--- config.mk ---
export PLATFORM = sky130hd
export DESIGN_NAME = fetch_seq_flat
export DESIGN_NICKNAME = d
export VERILOG_FILES = /design/src/rtl/fetch_seq_if.sv /design/src/rtl/fetch_seq.sv /design/src/flat_wrapper.sv
export SDC_FILE = /design/constraint.sdc
export NUM_CORES = 1
export LEC_CHECK = 0
export BUFFER_PORTS_ARGS = -buffer_cell sky130_fd_sc_hd__buf_2
export CORE_ASPECT_RATIO = 2
export CORE_MARGIN = 8
export CORE_UTILIZATION = 45
export DETAILED_ROUTE_END_ITERATION = 10
export HOLD_SLACK_MARGIN = 0.08
export PLACE_DENSITY = 0.85
export REMOVE_ABC_BUFFERS = 1
export SLEW_MARGIN = 20
export SYNTH_ARGS = -nofsm -noshare
export SYNTH_HDL_FRONTEND = slang
export SYNTH_SLANG_ARGS = --single-unit
--- constraint.sdc ---
create_clock -name clk -period 1.89 [get_ports clk]
set_input_delay 0.378 -clock clk [delete_from_list [all_inputs] [get_ports clk]]
set_output_delay 0.378 -clock clk [all_outputs]
set_load 0.05 [all_outputs]
--- src/rtl/fetch_seq_if.sv ---
`default_nettype none
// ============================================================================
//  Module   : fetch_seq_if
//  Brief    : Control/address bundle between the fetch sequencer and the
//             hazard unit, D-stage branch resolution, CP0 and the IM.
//  Revision : 1.0  initial release
// ============================================================================
interface fetch_seq_if;
    logic        stall_i;
    logic        d_redirect_i;
    logic [31:0] d_target_i;
    logic        d_is_cti_i;
    logic        exc_req_i;
    logic        eret_i;
    logic [31:0] epc_i;
    logic [31:0] f_pc_o;
    logic        f_valid_o;
    logic        f_bd_o;
    logic        f_adel_o;
    logic        flush_fd_o;
    logic [31:0] fetch_cnt_o;

    modport master (
        output stall_i, d_redirect_i, d_target_i, d_is_cti_i,
               exc_req_i, eret_i, epc_i,
        input  f_pc_o, f_valid_o, f_bd_o, f_adel_o, flush_fd_o, fetch_cnt_o
    );

    modport slave (
        input  stall_i, d_redirect_i, d_target_i, d_is_cti_i,
               exc_req_i, eret_i, epc_i,
        output f_pc_o, f_valid_o, f_bd_o, f_adel_o, flush_fd_o, fetch_cnt_o
    );
endinterface
`default_nettype wire

--- src/rtl/fetch_seq.sv ---
`default_nettype none
// ============================================================================
//  Module   : fetch_seq
//  Brief    : F-stage PC owner; selects hold / +4 / branch / exception target.
//  Revision : 1.0  initial release
// ============================================================================
module fetch_seq #(
    parameter logic [31:0] RESET_PC = 32'h0000_3000,
    parameter logic [31:0] EXC_VEC  = 32'h0000_4180,
    parameter logic [31:0] IM_BASE  = 32'h0000_3000,
    parameter logic [31:0] IM_TOP   = 32'h0000_6FFC
) (
    input  logic        clk,
    input  logic        reset,
    fetch_seq_if.slave  bus
);

    localparam logic [1:0] S_BOOT = 2'd0;
    localparam logic [1:0] S_RUN  = 2'd1;
    localparam logic [1:0] S_HOLD = 2'd2;

    logic [1:0]  r_state;
    logic [1:0]  w_state_nxt;
    logic [31:0] r_pc;
    logic [31:0] w_pc_nxt;
    logic [31:0] r_fetch_cnt;
    logic        w_valid;
    logic        w_flush;
    logic        w_adel;
    logic        w_cnt_en;

    always_comb begin
        w_valid  = (r_state != S_BOOT);
        w_flush  = w_valid & (bus.exc_req_i | bus.eret_i);
        w_adel   = w_valid & ((r_pc[1:0] != 2'b00) | (r_pc < IM_BASE) | (r_pc > IM_TOP));
        w_cnt_en = w_valid & ~bus.stall_i & ~w_flush;
    end

    // Priority: exception > eret > stall > D redirect > sequential.
    always_comb begin
        w_pc_nxt    = r_pc;
        w_state_nxt = r_state;
        if (r_state == S_BOOT) begin
            w_state_nxt = S_RUN;
        end else if (bus.exc_req_i) begin
            w_pc_nxt    = EXC_VEC;
            w_state_nxt = S_RUN;
        end else if (bus.eret_i) begin
            w_pc_nxt    = bus.epc_i;
            w_state_nxt = S_RUN;
        end else if (bus.stall_i) begin
            w_state_nxt = S_HOLD;
        end else if (bus.d_redirect_i) begin
            w_pc_nxt    = bus.d_target_i;
            w_state_nxt = S_RUN;
        end else begin
            w_pc_nxt    = r_pc + 32'd4;
            w_state_nxt = S_RUN;
        end
    end

    always_ff @(posedge clk or posedge reset) begin
        if (reset) begin
            r_state     <= S_BOOT;
            r_pc        <= RESET_PC;
            r_fetch_cnt <= 32'd0;
        end else begin
            r_state <= w_state_nxt;
            r_pc    <= w_pc_nxt;
            if (w_cnt_en) begin
                r_fetch_cnt <= r_fetch_cnt + 32'd1;
            end
        end
    end

    assign bus.f_pc_o      = r_pc;
    assign bus.f_valid_o   = w_valid;
    assign bus.f_bd_o      = bus.d_is_cti_i & w_valid & ~w_flush;
    assign bus.f_adel_o    = w_adel;
    assign bus.flush_fd_o  = w_flush;
    assign bus.fetch_cnt_o = r_fetch_cnt;

endmodule
`default_nettype wire

--- src/flat_wrapper.sv ---
// flat-port wrapper written by rule: the top's interface ports become plain ports
module fetch_seq_flat 
#(
    parameter logic [31:0] RESET_PC = 32'h0000_3000,
    parameter logic [31:0] EXC_VEC  = 32'h0000_4180,
    parameter logic [31:0] IM_BASE  = 32'h0000_3000,
    parameter logic [31:0] IM_TOP   = 32'h0000_6FFC
)
  (clk, reset, bus_stall_i, bus_d_redirect_i, bus_d_target_i, bus_d_is_cti_i, bus_exc_req_i, bus_eret_i, bus_epc_i, bus_f_pc_o, bus_f_valid_o, bus_f_bd_o, bus_f_adel_o, bus_flush_fd_o, bus_fetch_cnt_o);
  fetch_seq_if bus_i ();
  input  logic clk;
  input  logic reset;
  input wire logic [$bits(bus_i.stall_i)-1:0] bus_stall_i;
  input wire logic [$bits(bus_i.d_redirect_i)-1:0] bus_d_redirect_i;
  input wire logic [$bits(bus_i.d_target_i)-1:0] bus_d_target_i;
  input wire logic [$bits(bus_i.d_is_cti_i)-1:0] bus_d_is_cti_i;
  input wire logic [$bits(bus_i.exc_req_i)-1:0] bus_exc_req_i;
  input wire logic [$bits(bus_i.eret_i)-1:0] bus_eret_i;
  input wire logic [$bits(bus_i.epc_i)-1:0] bus_epc_i;
  output wire logic [$bits(bus_i.f_pc_o)-1:0] bus_f_pc_o;
  output wire logic [$bits(bus_i.f_valid_o)-1:0] bus_f_valid_o;
  output wire logic [$bits(bus_i.f_bd_o)-1:0] bus_f_bd_o;
  output wire logic [$bits(bus_i.f_adel_o)-1:0] bus_f_adel_o;
  output wire logic [$bits(bus_i.flush_fd_o)-1:0] bus_flush_fd_o;
  output wire logic [$bits(bus_i.fetch_cnt_o)-1:0] bus_fetch_cnt_o;
  assign bus_i.stall_i = bus_stall_i;
  assign bus_i.d_redirect_i = bus_d_redirect_i;
  assign bus_i.d_target_i = bus_d_target_i;
  assign bus_i.d_is_cti_i = bus_d_is_cti_i;
  assign bus_i.exc_req_i = bus_exc_req_i;
  assign bus_i.eret_i = bus_eret_i;
  assign bus_i.epc_i = bus_epc_i;
  assign bus_f_pc_o = bus_i.f_pc_o;
  assign bus_f_valid_o = bus_i.f_valid_o;
  assign bus_f_bd_o = bus_i.f_bd_o;
  assign bus_f_adel_o = bus_i.f_adel_o;
  assign bus_flush_fd_o = bus_i.flush_fd_o;
  assign bus_fetch_cnt_o = bus_i.fetch_cnt_o;
  fetch_seq #(.RESET_PC(RESET_PC), .EXC_VEC(EXC_VEC), .IM_BASE(IM_BASE), .IM_TOP(IM_TOP)) u_core (.clk(clk), .reset(reset), .bus(bus_i));
endmodule
==> run_results.csv <==
group,metric,value,unit
yosys,synth_seq_area_share,0.402,
timing,slew_headroom,0.656,
finish,finalCoreUtilization,0.649,
timing,hold_viol_final,0,
yosys,syn_inst,458,
routing,routedWlPerCell,20.8,um
yosys,synthAdderAreaFrac,0.00608,
floorplanning,start_util,0.460,
setup_path,end_kind,"output pin",
flow_run,max_cap_violations,0,
setup_path,worst_r2r_endpoint,"u_core.bus.f_pc_o[22]$_DFFE_PP0P_",
cts,clkLatencyLatePin,0.34,ns
setup_path,cp_cell_sequence,"nor4_2, nand2_4, nor4_4, a41oi_2, buf_6",
status,violations,"negative setup slack",
routing,drt_first_pass_iters,7,
yosys,synth_area_per_cell,8.99,um^2
routing,drt_iter0_markers,312,
timing,fin_worst_skew,0.00525,ns
setup_path,slowest_delay,0.44,ns
floorplanning,fp.dieArea,12600,um^2
placed_design,io_buffers,138,
cts,cts.reportedPaths.clkPinSlew,0.06,ns
finish,layout-drive-gt1-share,0.408,
finish,seq_area,1660,um^2
yosys,synth_top_area_share,0.389,
yosys,synthTopCellsByArea,"dfrtp_1 (39%), xnor2_1 (5.3%), nand2_1 (4.0%)",
cts,h-tree-depth,3,
floorplanning,std_cell_rows,49,
global_routing,grt_max_degree,31,
placed_design,gp_congestion,0.962,
yosys,synthSimpleGateAreaFrac,0.250,
finish,antenna-diode-count,0,
yosys,synth_top_family_by_area,"simple AND/OR/NAND/NOR gates",
power,leakage,0.00280,uW
routing,routed_wl,15800,um
setup_path,critPathLaunchType,"register",
power,p_per_area,819,nW/um^2
yosys,synth.distinct_cells,67,
yosys,synth_top_area_cell,"dfrtp_1",
global_routing,antenna_found_initial,0,
timing,period_minus_slack,2.19,ns
timing,slew_violations,0,
floorplanning,die_x,83.6,um
setup_path,cpMaxStageDelayCell,"dfrtp_1",
setup_path,crit_arrival,1.81,ns
status,run_status,"finished, violations left",
global_routing,grtUsageTotal,0.240,
floorplanning,dieHeight,151,um
timing,rsz0062_at_grt,"yes",
routing,drc_errors,0,
yosys,yosys-top-cells-count,"dfrtp_1 (64), nand2_1 (44), nor2_1 (26), o21ai_0 (25), xnor2_1 (25)",
global_routing,grt_pass1_vias,4896,
floorplanning,core,8950,um^2
cts,clkSinkCount,66,
global_routing,grt_use_met1,0.236,
placed_design,placed_area,5390,um^2
yosys,async_flop_share,1.00,
setup_path,worstReg2RegStart,"u_core.bus.f_pc_o[12]$_DFFE_PP1P_",
setup_path,path_class,"reg -> out",
global_routing,grt_overflow,0,
finish,fillers,712,
yosys,synth.cell_area,4120,um^2
yosys,ys.flop_type,"dfrtp_1",
setup_path,critPathMaxFanout,3,
finish,fin_area,5810,um^2
setup_path,reg2reg_depth,5,
yosys,synth_compound_area_frac,0.217,
power,irDropWorstVdd,0.569,mV
yosys,synth_mux_area_frac,0.00760,
timing,setup_viol,8,
cts,clockRootBuffer,"clkbuf_16",
cts,clockBufferDepth,2,
global_routing,grtUsageMet3,0.0668,
routing,vias_per_cell,6.23,
cts,cts_made_buffers,9,
cts,cts_tree,"yes",
placed_design,dpl_worst_slack,-0.0578,ns
global_routing,grt_pass1_wl,24400,um
finish,finalNetCount,728,
floorplanning,io_pins,139,
setup_path,crit_required,1.51,ns
yosys,yosysMostFrequentCell,"dfrtp_1",
global_routing,busiest_layer,"met2",
worst_hold_path,hold_class,"in -> async",
finish,multi_input_area,2390,um^2
timing,fin_crit_sh,1.16,
routing,via_count,4750,
routing,ant_nets,0,
global_routing,met2_usage,0.437,
setup_path,rrSetupSlack,-0.09,ns
yosys,synth_seq_cells,66,
placed_design,dpl.hpwl,12100,um
yosys,synth_edf_count,0,
finish,area_growth,41.3,%
yosys,yosys_warnings,0,
timing,fmax,0.456,GHz
timing,worstMarginPinSlew,0.515,ns
yosys,synth_xor_area_frac,0.0766,
timing,worst_slack,-0.301,ns
## routing by layer
layer / part of all wire / routed length, um
met3: 0.077 / 1210
met1: 0.34 / 5390
met4: 0.055 / 869
met5: 0 / 0
met2: 0.53 / 8350
## report_power, final
| group | leakage (uW) | internal, uW | switching (uW) | total (uW) |
|---|---|---|---|---|
| clock network | 0.000139 | 912 | 700 | 1610 |
| registers | 0.000845 | 1540 | 154 | 1690 |
| logic | 0.00181 | 503 | 950 | 1450 |
## final cells by class
class | instances | area share
Tap cell | 102 | 0.0220
Inverter | 12 | 0.00775
Sequential cell | 66 | 0.285
Multi-Input combinational cell | 354 | 0.411
Timing Repair Buffer | 212 | 0.225
Clock inverter | 7 | 0.0108
Clock buffer | 9 | 0.0387
## metrics by stage
| stage | power, uW | TNS [ns] | hold slack (ns) | cells |
|---|---|---|---|---|
| 2_1_floorplan | 2510 | -12.79 | 0.478 | 432 |
| 3_3_place_gp | 3040 | -0.0546 | 0.427 | 742 |
| 3_5_place_dp | 3070 | -0.0678 | 0.435 | 742 |
| 4_1_cts | 4710 | -0.269 | 0.0809 | 758 |
| 5_1_grt | 4960 | -0.924 | 0.0923 | 762 |
| 6_report | 4760 | -0.527 | 0.0726 | 762 |
## critical path, delay by kind of cell, from the launching register on
kind / cells / cell delay, ns
compound gates: 1 / 0.17
buf+inv: 1 / 0.20
flops: 1 / 0.44
simple gates: 3 / 0.67
## cells by family after synthesis
group	after synthesis
XOR/XNOR	36
buffers and inverters	38
multiplexers	3
flip-flops	66
AND/OR/NAND/NOR	183
adder cells (fa/ha/maj)	2
AO/OA/AOI/OAI	130
## sequential cells by signal, indices dropped and copies added, names as in the netlist
signal and count:
u_core.bus.f_pc_o 32, u_core.bus.fetch_cnt_o 32, u_core.r_state 2
## worst max-delay path by stage
stage / startpoint / to / depth (start not counted) / slack [ns]
final: u_core.bus.f_pc_o[15]$_DFFE_PP0P_ / bus_f_adel_o / 5 / -0.30
after global routing: u_core.bus.f_pc_o[30]$_DFFE_PP0P_ / bus_f_adel_o / 6 / -0.37
after CTS: u_core.bus.f_pc_o[28]$_DFFE_PP0P_ / bus_f_adel_o / 6 / -0.27
after detailed placement: u_core.bus.f_pc_o[28]$_DFFE_PP0P_ / bus_f_adel_o / 6 / -0.06
after global placement: u_core.bus.f_pc_o[28]$_DFFE_PP0P_ / bus_f_adel_o / 6 / -0.05
after floorplan: u_core.bus.f_pc_o[2]$_DFFE_PP0P_ / u_core.bus.f_pc_o[24]$_DFFE_PP0P_ / 6 / -0.44
## cells in the final DEF (no fill, tap or decap), drive strengths merged, types with 3 or more instances in the layout
cell type  netlist  routed
a21oi           19      19
nand3           22      22
a311oi           4       4
o21ai           30      30
dfrtp           64      64
o31ai            3       3
and4             8       8
nand2b           5       5
o311ai           3       3
a22o            10      10
nand4           19      19
a221oi           3       3
o211ai           3       3
nor3            14      14
and2             5       5
or2              3       3
xor2            11      11
clkbuf          14       9
nor2b            3       3
and3            13      13
inv             12      15
a22oi            7       7
nand3b           3       3
buf             12     212
o22a             7       7
nor2            28      28
nor4            12      12
a211oi           3       3
o2111ai          3       3
a31oi           11      11
o22ai            8       8
xnor2           25      25
o21a             4       4
nand2           44      44
clkinv           0       3
## what timing repair did
action / 4_1_cts / 5_1_grt
setup buffers: 0 / 4
pin swaps: 0 / 12
resized for setup: 9 / 14
hold buffers: 0 / 0
setup endpoints to repair: 2 / 17
Note: power is estimated with default switching activity, not from simulation.
